==> config.mk <==
export PLATFORM = sky130hd
export DESIGN_NAME = data_refill_ctrl
export DESIGN_NICKNAME = d
export VERILOG_FILES = /design/src/rtl/data_refill_ctrl_pkg.sv /design/src/rtl/data_refill_ctrl.sv
export SDC_FILE = /design/constraint.sdc
export NUM_CORES = 1
export LEC_CHECK = 0
export BUFFER_PORTS_ARGS = -buffer_cell sky130_fd_sc_hd__clkbuf_2
export CAP_MARGIN = 20
export CORE_MARGIN = 2
export CORE_UTILIZATION = 52
export CTS_CLUSTER_SIZE = 40
export DETAILED_ROUTE_END_ITERATION = 8
export PLACE_DENSITY = 0.79
export RECOVER_POWER = 100
export SLEW_MARGIN = 20
export SYNTH_ARGS = -nofsm -noshare
export SYNTH_HDL_FRONTEND = slang
export SYNTH_SLANG_ARGS = --single-unit
export TNS_END_PERCENT = 5
==> constraint.sdc <==
create_clock -name clock -period 2 [get_ports clock]
set_clock_uncertainty 0.15 [all_clocks]
set_input_delay 0.3 -clock clock [delete_from_list [all_inputs] [get_ports clock]]
set_output_delay 0.3 -clock clock [all_outputs]
set_load 0.05 [all_outputs]
==> src/rtl/data_refill_ctrl_pkg.sv <==
// Shared cache geometry, address split positions and refill FSM encodings
// used by the data cache and its refill controller.
package data_refill_ctrl_pkg;

   localparam int unsigned ADDR_W        = 32;
   localparam int unsigned WORD_W        = 32;
   localparam int unsigned CACHE_LINE_W  = 64;
   localparam int unsigned CACHE_INDEX_W = 3;
   localparam int unsigned CACHE_TAG_W   = 26;
   localparam int unsigned OFFSET_W      = 3;
   localparam int unsigned INDEX_LSB     = 3;
   localparam int unsigned TAG_LSB       = 6;
   localparam int unsigned LINE_ADDR_W   = ADDR_W - OFFSET_W;

   typedef enum logic [2:0] {
      ST_IDLE  = 3'd0,
      ST_REQ0  = 3'd1,
      ST_WAIT0 = 3'd2,
      ST_REQ1  = 3'd3,
      ST_WAIT1 = 3'd4,
      ST_FILL  = 3'd5
   } refill_state_e;

   // Byte address of word 0 or word 1 within a line
   function automatic logic [ADDR_W-1:0] word_addr(input logic [LINE_ADDR_W-1:0] line,
                                                   input logic                   word_sel);
      return {line, word_sel, 2'b00};
   endfunction

endpackage

==> src/rtl/data_refill_ctrl.sv <==
// Data cache miss handler: fetches both words of the missing line from memory
// and writes the assembled line, tag and valid back in a single FILL cycle.
module data_refill_ctrl
   import data_refill_ctrl_pkg::*;
#(
   parameter int unsigned LINE_COUNT = 8,
   parameter int unsigned TAG_W      = CACHE_TAG_W,
   parameter int unsigned CNT_W      = 16
) (
   input  logic                            clock,
   input  logic                            reset_n,
   input  logic                            miss_req,
   input  logic [ADDR_W-1:0]               miss_addr,
   output logic                            fill_we,
   output logic [$clog2(LINE_COUNT)-1:0]   fill_index,
   output logic [TAG_W-1:0]                fill_tag,
   output logic [CACHE_LINE_W-1:0]         fill_data,
   output logic                            busy,
   output logic                            mem_req_valid,
   input  logic                            mem_req_ready,
   output logic [ADDR_W-1:0]               mem_req_addr,
   input  logic                            mem_resp_valid,
   input  logic [WORD_W-1:0]               mem_resp_data,
   output logic [CNT_W-1:0]                refill_count
);

   localparam int unsigned INDEX_W = $clog2(LINE_COUNT);

   refill_state_e            state_q, state_d;
   logic [ADDR_W-1:OFFSET_W] line_addr_q;
   logic [WORD_W-1:0]        word0_q;
   logic                     latch_miss;
   logic                     cap_word0;
   logic                     cap_word1;

   // Byte offset within the line never matters: both words are always fetched
   logic unused_offset;
   assign unused_offset = ^miss_addr[OFFSET_W-1:0];

   // Next-state and datapath strobes
   always_comb begin
      state_d    = state_q;
      latch_miss = 1'b0;
      cap_word0  = 1'b0;
      cap_word1  = 1'b0;
      case (state_q)
         ST_IDLE: begin
            if (miss_req) begin
               latch_miss = 1'b1;
               state_d    = ST_REQ0;
            end
         end
         ST_REQ0: begin
            if (mem_req_ready) state_d = ST_WAIT0;
         end
         ST_WAIT0: begin
            if (mem_resp_valid) begin
               cap_word0 = 1'b1;
               state_d   = ST_REQ1;
            end
         end
         ST_REQ1: begin
            if (mem_req_ready) state_d = ST_WAIT1;
         end
         ST_WAIT1: begin
            if (mem_resp_valid) begin
               cap_word1 = 1'b1;
               state_d   = ST_FILL;
            end
         end
         ST_FILL: state_d = ST_IDLE;
         default: state_d = ST_IDLE;
      endcase
   end

   // State register and registered outputs derived from the next state
   always_ff @(posedge clock or negedge reset_n) begin
      if (!reset_n) begin
         state_q       <= ST_IDLE;
         mem_req_valid <= 1'b0;
         fill_we       <= 1'b0;
         busy          <= 1'b0;
      end else begin
         state_q       <= state_d;
         mem_req_valid <= (state_d == ST_REQ0) || (state_d == ST_REQ1);
         fill_we       <= (state_d == ST_FILL);
         busy          <= (state_d != ST_IDLE);
      end
   end

   // Address latch, word capture and line assembly
   always_ff @(posedge clock or negedge reset_n) begin
      if (!reset_n) begin
         line_addr_q  <= '0;
         word0_q      <= '0;
         mem_req_addr <= '0;
         fill_index   <= '0;
         fill_tag     <= '0;
         fill_data    <= '0;
      end else begin
         if (latch_miss) begin
            line_addr_q  <= miss_addr[ADDR_W-1:OFFSET_W];
            mem_req_addr <= word_addr(miss_addr[ADDR_W-1:OFFSET_W], 1'b0);
         end
         if (cap_word0) begin
            word0_q      <= mem_resp_data;
            mem_req_addr <= word_addr(line_addr_q, 1'b1);
         end
         if (cap_word1) begin
            fill_data  <= {mem_resp_data, word0_q};
            fill_index <= line_addr_q[INDEX_LSB +: INDEX_W];
            fill_tag   <= line_addr_q[TAG_LSB +: TAG_W];
         end
      end
   end

   // Saturating count of completed refills
   always_ff @(posedge clock or negedge reset_n) begin
      if (!reset_n) begin
         refill_count <= '0;
      end else if (state_q == ST_FILL && !(&refill_count)) begin
         refill_count <= refill_count + CNT_W'(1);
      end
   end

endmodule

==> flow_summary_export.csv, run 1 <==
group,metric,value,unit
timing,setup_viol,0,
cells_and_area,n_antenna_cell,0,
worst_hold_path,hp-start,"mem_resp_valid",
critical_path,rr_startpoint,"state_q[2]",
cells_and_area,multi_input_area,2670,sq um
yosys,synth_mux_area_frac,0.219,
timing,period_share,0.947,
clock_network,clk_latency,0.49,ns
place,finalWeightedCongestion,0.763,
critical_path,crit_path_end_kind,"flop",
cells_and_area,fin_nets,899,
clock_network,cts_inserted_buffers,22,
floorplan,die_h,128,microns
timing,tightest_slew,0.784,ns
floorplan,io_pins,213,
floorplan,design.core.area,15100,sq um
outcome,outcome,"complete, no violations",
yosys,synthAdderAreaFrac,0.00156,
clock_network,tritoncts,"done",
critical_path,cp_cell_sequence,"nor4b_4 > buf_12 > nor2_2 > buf_6 > nand2_1 > nand2_1",
worst_hold_path,hold_depth,3,
pwr,p_leak,4.79,nW
timing,timing.final.max_slew_violations,0,
route,wirelength,18100,microns
critical_path,reg2reg_setup_slack,0.11,ns
yosys,synth_seq_area_share,0.643,
cells_and_area,regArea,5160,sq um
yosys,netlist_top_cells_area,"dfrtp_1 64%, mux2_2 21%, nand2_1 3.1%",
critical_path,crit_top_cell,"nand2_1",
critical_path,crit_type,"flop to flop",
yosys,synth_seq_cells,206,
route,vias,5443,
pwr,vdd_ir_drop_max,1.26,mV
place,io_buffers,207,
yosys,synth_top_family_by_area,"multiplexers",
clock_network,clockBufferDepth,3,
clock_network,htree_levels,1,
clock_network,cts.sinks,206,
place,hpwlAfterDp,11700,microns
timing,fmax,528,MHz
cells_and_area,drive_gt1_frac,0.332,
yosys,synthTopCellsByCount,"206 x dfrtp_1, 150 x mux2_2, 66 x nand2_1, 29 x a22oi_1, 13 x buf_2",
worst_hold_path,min_to,"fill_we",
timing,finalCriticalPeriod,1.89,ns
cells_and_area,fill_cells,1078,
route,wl_per_cell,17.6,microns
route,drtIter0Drc,301,
timing,final_hold_viol_count,0,
cells_and_area,area_delta_synth_final,30.7,%
yosys,yosysMostFrequentCell,"dfrtp_1",
global_routing,antenna_found_initial,0,
timing,rsz0062_at_grt,"false",
route,drtAntennaViolNets,0,
yosys,async_flop_share,1.00,
route,drt_first_pass_iters,4,
place,dp_slack,0.00179,ns
yosys,syn_area,8020,sq um
yosys,yosys_warnings,0,
floorplan,fp-row-count,45,
timing,worst_slack,0.106,ns
critical_path,reg2reg_depth,6,
critical_path,timing.rr.end,"mem_req_addr[20]",
yosys,synth_top_area_frac,0.643,
yosys,synth_flop_cell,"dfrtp_1",
yosys,synth_xor_area_frac,0.0175,
global_routing,grt_pass1_vias,5884,
yosys,synth_cell_types,34,
critical_path,startpoint_type,"flop",
route,drc,0,
critical_path,crit_fanout,50,
global_routing,grt_use_total,0.225,
global_routing,grt_pass1_wl,29400,microns
pwr,powerDensity,1870,nW/um^2
job,drv_cap,0,
timing,max_slew_margin,0.477,
floorplan,die_area,16400,sq um
clock_network,cts_setup_buffers,0,
timing,fin_setup_tns,0,ns
yosys,synth_compound_area_frac,0.0343,
yosys,synth_area_leader_cell,"dfrtp_1",
critical_path,cp_slowest_cell,"dfrtp_2",
critical_path,critical_path_required,2.20,ns
critical_path,cp.arrival,2.09,ns
worst_hold_path,hp-class,"input pin to flop",
floorplan,die_w,128,microns
clock_network,root_buffer,"clkbuf_16",
clock_network,clk_transition_reported_paths,0.06,ns
yosys,synth_edf_count,0,
global_routing,grt_remaining_overflow,0,
floorplan,initial_core_util,0.529,
critical_path,worst_path_largest_cell_delay,0.50,ns
yosys,yosys.area_share.simple,0.0562,
global_routing,grt_max_degree,57,
route,vias_per_cell,5.27,
yosys,synth_cells,549,
yosys,syn_area_per_cell,14.6,sq um
## layer usage
layer / GRT usage / vias to the layer above / wire length [microns]
met2: 0.401 / 178 / 9390
met5: 0 / - / 0
li1: - / 2487 / -
met4: 0.0672 / 0 / 381
met1: 0.272 / 2745 / 7200
met3: 0.0526 / 33 / 1160
## worst max-delay path by stage
stage / from / endpoint / slack (ns) / cells after the start
finish: state_q[2] / mem_req_addr[20] / 0.11 / 6
global route: state_q[2] / mem_req_addr[20] / 0.02 / 6
CTS: state_q[2] / busy / 0.07 / 4
detailed placement: state_q[2] / refill_count[1] / 0.002 / 3
global placement: state_q[2] / refill_count[1] / 0.08 / 3
floorplan: refill_count[9] / refill_count[13] / 0.005 / 5
## cell type report
class | instances | share of cell area
timing repair buffer | 288 | 0.161
tap | 188 | 0.0225
clock inverter | 7 | 0.00609
multi-input combinational | 309 | 0.254
sequential | 206 | 0.493
inverter | 2 | 0.000717
clock buffer | 32 | 0.0629
## sequential cells by signal, indices dropped and copies added, names as in the netlist
name           flops
fill_we            1
word0_q           32
fill_data         64
state_q            3
fill_tag          26
refill_count      16
fill_index         3
mem_req_addr      30
line_addr_q       29
busy               1
mem_req_valid      1
## power by group
group / switching [mW] / internal, mW
Clock: 1.59 / 2.42
Combinational: 6.08 / 2.35
Sequential: 1.17 / 6.02
Total: 8.84 / 10.8
## cells by family after synthesis
family,count (synthesis)
AO/OA/AOI/OAI,37
flip-flops,206
other,1
multiplexers,156
XOR/XNOR,16
adder cells (fa/ha/maj),1
AND/OR/NAND/NOR,97
buffers and inverters,35
## critical path, delay by kind of cell, from the launching register on
kind                   cells  cell delay (ns)
DFF                        1             0.50
buffers and inverters      2             0.50
and+or+nand+nor            4             0.60
## placed cells by master (no fill, tap or decap), types with 2 or more instances in the layout
cell and instances:
dfrtp_1 202, mux2_2 148, clkbuf_1 142, clkbuf_2 73, nand2_1 66, dlygate4sd3_1 63, a22oi_1 29, clkbuf_16 23
xnor2_1 12, nand4_1 11, mux2_1 7, nor2_1 5, clkbuf_8 5, clkinv_2 5, buf_12 5, xor2_1 4
clkbuf_4 4, buf_4 4, dfrtp_2 4, and3_1 3, nand3_1 3, o21ai_0 2, inv_1 2, conb_1 2
## what timing repair did
action	4_1_cts	5_1_grt
gates cloned	0	0
hold endpoints to repair	172	0
endpoints found under the setup margin	2	20
pin swaps	0	0
hold buffers	63	0
gates resized for setup	1	3
## metrics by stage
stage	hold WS (ns)	total power, mW	area [sq um]	std cells	utilization
final	0.268	19.6	10500	1032	0.692
after global placement	0.151	15.5	9360	930	0.618
after floorplan	-0.146	13.6	8020	550	-
after global routing	0.255	20.6	10500	1032	0.692
after CTS	0.197	20.1	10700	1032	0.707
after detailed placement	0.157	15.9	9360	930	0.618
Power figures use the tool's default switching activity.
==> run 2: changes to the inputs <==
Settings changed: ABC_AREA set to 1, CORE_UTILIZATION 52 to 50, PLACE_DENSITY 0.79 to 0.76, SKIP_LAST_GASP set to 1.
==> flow_summary_export.csv, run 2 <==
group,metric,value,unit
yosys,syn_area,8030,sq um
cells_and_area,fin_nets,1194,
critical_path,crit_type,"flop to output port",
pwr,total_power,19.1,mW
critical_path,crit_fanout,4,
place,dp_slack,0.270,ns
timing,fmax,539,MHz
yosys,synth_area_leader_cell,"dfrtp_1",
clock_network,clockBufferDepth,3,
pwr,internal_power,10.1,mW
timing,final_hold_viol_count,0,
place,dp.cells,1253,
yosys,netlist_top_cells_area,"dfrtp_1 64%, nand2_1 14%, o21ai_0 8.2%",
critical_path,reg2reg_setup_slack,0.21,ns
cells_and_area,n_antenna_cell,0,
yosys,synth_cell_types,23,
global_routing,antenna_found_initial,0,
job,drv_cap,0,
clock_network,cts.sinks,206,
clock_network,clk_latency,0.49,ns
worst_hold_path,hp-start,"mem_resp_valid",
floorplan,die_w,131,microns
pwr,swShare,0.468,
floorplan,fp-row-count,46,
timing,finalCriticalPeriod,1.86,ns
clock_network,htree_levels,1,
floorplan,io_pins,213,
cells_and_area,final_cells,1356,
cells_and_area,drive_gt1_frac,0.111,
floorplan,die_area,17100,sq um
critical_path,worst_path_largest_cell_delay,0.49,ns
critical_path,crit_path_end_kind,"output port",
yosys,synth_seq_area_share,0.642,
pwr,powerDensity,1810,nW/um^2
route,vias_per_cell,4.91,
route,wl_per_cell,14.3,microns
route,drtAntennaViolNets,0,
route,vias,6660,
global_routing,grt_pass1_wl,31400,microns
yosys,yosysMostFrequentCell,"nand2_1",
critical_path,cp.arrival,1.41,ns
pwr,vdd_ir_drop_max,1.11,mV
global_routing,grt_remaining_overflow,0,
timing,period_share,0.928,
yosys,syn_area_per_cell,9.36,sq um
timing,fin_setup_tns,0,ns
place,io_buffers,207,
outcome,outcome,"complete, no violations",
timing,timing.final.max_slew_violations,0,
route,wirelength,19400,microns
floorplan,initial_core_util,0.509,
pwr,seqPwrFrac,0.358,
cells_and_area,layout_common_cells,"308 x nand2_1, 206 x dfrtp_1, 138 x clkbuf_1, 133 x o21ai_0, 79 x inv_1",
worst_hold_path,hold_depth,5,
route,drt_first_pass_iters,5,
critical_path,startpoint_type,"flop",
pwr,switching_power,8.92,mW
timing,tightest_slew,1.19,ns
worst_hold_path,hp-class,"input pin to flop",
floorplan,die_h,131,microns
yosys,synth_top_area_frac,0.642,
cells_and_area,area_delta_synth_final,31.3,%
global_routing,grt_max_degree,95,
critical_path,cp_cell_sequence,"clkbuf_1",
global_routing,grt_pass1_vias,6470,
pwr,combPwrFrac,0.422,
yosys,async_flop_share,1.00,
timing,max_slew_margin,0.206,
yosys,synth_flop_cell,"dfrtp_1",
critical_path,cpLargestDelayFamily,"buffers and inverters",
critical_path,reg2reg_depth,6,
cells_and_area,largest_register_ffs,64,
clock_network,cts_setup_buffers,0,
yosys,synth_cells,858,
yosys,synth_edf_count,0,
yosys,yosys_warnings,0,
cells_and_area,final_common_cell,"nand2_1",
clock_network,tritoncts,"done",
floorplan,design.core.area,15800,sq um
route,drc,0,
critical_path,path_buf_inv,1,
pwr,p_leak,5.25,nW
clock_network,root_buffer,"clkbuf_16",
pwr,p_clk_frac,0.220,
worst_hold_path,min_to,"fill_data[27]",
timing,whs,0.165,ns
timing,rsz0062_at_grt,"false",
critical_path,critical_path_required,1.55,ns
route,drtIter0Drc,431,
cells_and_area,top_regs,"fill_data (64), word0_q (32), mem_req_addr (30)",
critical_path,cp_slowest_cell,"clkbuf_1",
timing,setup_viol,0,
timing,worst_slack,0.144,ns
global_routing,grt_use_total,0.227,
critical_path,timing.rr.end,"fill_tag[23]",
yosys,synthTopCellsByCount,"308 x nand2_1, 206 x dfrtp_1, 132 x o21ai_0, 78 x inv_1, 29 x o211ai_1",
place,finalWeightedCongestion,0.808,
clock_network,cts_inserted_buffers,22,
cells_and_area,regMostFlops,"fill_data",
clock_network,clk_transition_reported_paths,0.06,ns
critical_path,rr_startpoint,"state_q[1]",
place,hpwlAfterDp,12200,microns
yosys,synth_seq_cells,206,
-- run 2: cell types whose count changed after synthesis, sizes merged, moves of 12 or more --
cell / previous run / this run
nand2: 66 / 308
mux2: 155 / 0
o21ai: 3 / 133
inv: 2 / 79
a22oi: 29 / 0
o211ai: 0 / 29
nor2: 6 / 22
nand3: 3 / 17
clkbuf: 7 / 19
xnor2: 12 / 0
-- run 2: per-stage QoR --
stage	util	instance area [sq um]
6_report	0.669	10500
5_1_grt	0.669	10500
4_1_cts	0.682	10800
3_5_place_dp	0.594	9360
3_3_place_gp	0.594	9360
2_1_floorplan	-	8040
-- run 2: layout make-up --
type / instances / area (sq um)
timing repair buffer: 286 / 1690
inverter: 79 / 297
clock inverter: 7 / 85.1
fill: 1312 / 5220
multi-input combinational: 529 / 2370
tap: 216 / 270
sequential: 206 / 5150
clock buffer: 33 / 683
-- run 2: how the worst max path moves through the flow --
stage	start	slack, ns	depth (start not counted)	endpoint
2_1_floorplan	refill_count[1]	0.1	9	refill_count[8]
3_3_place_gp	refill_count[0]	0.33	9	refill_count[8]
3_5_place_dp	state_q[1]	0.27	7	mem_req_addr[18]
4_1_cts	state_q[1]	0.25	7	mem_req_addr[28]
5_1_grt	reset_n	0.05	3	line_addr_q[25]
6_report	refill_count[7]	0.14	1	refill_count[7]
-- run 2: logic make-up (layout without fill, tap and decap cells) --
logic type / after synthesis / in the layout / synth area share
DFF: 206 / 206 / 0.642
adders and majority gates: 1 / 1 / 0.00156
buffers and inverters: 124 / 405 / 0.0653
and+or+nand+nor: 355 / 355 / 0.172
xor gates and xnor gates: 8 / 8 / 0.00872
AOI/OAI and AO/OA: 163 / 163 / 0.111
other: 1 / 2 / 0.000467
-- run 2: power by group through the flow --
stage / Sequential, mW / Combinational (mW) / Clock [mW]
detailed placement: 6.85 / 8.28 / 0
finish: 6.83 / 8.04 / 4.18
global placement: 6.79 / 8.11 / 0
CTS: 6.82 / 8.41 / 4.27
global route: 7.03 / 8.69 / 4.44
floorplan: 10.7 / 2.27 / 0
-- run 2: what timing repair did --
| action | CTS | global route |
|---|---|---|
| hold buffers | 63 | 0 |
| gates resized for setup | 0 | 0 |
| endpoints found under the hold margin | 310 | 0 |
-- run 2: routing by layer --
metal,routed length [microns],GRT usage,up-vias
li1,-,-,3248
met1,8220,0.303,3148
met2,9490,0.375,222
met3,1220,0.0472,42
met4,489,0.0776,0
met5,0,0,-
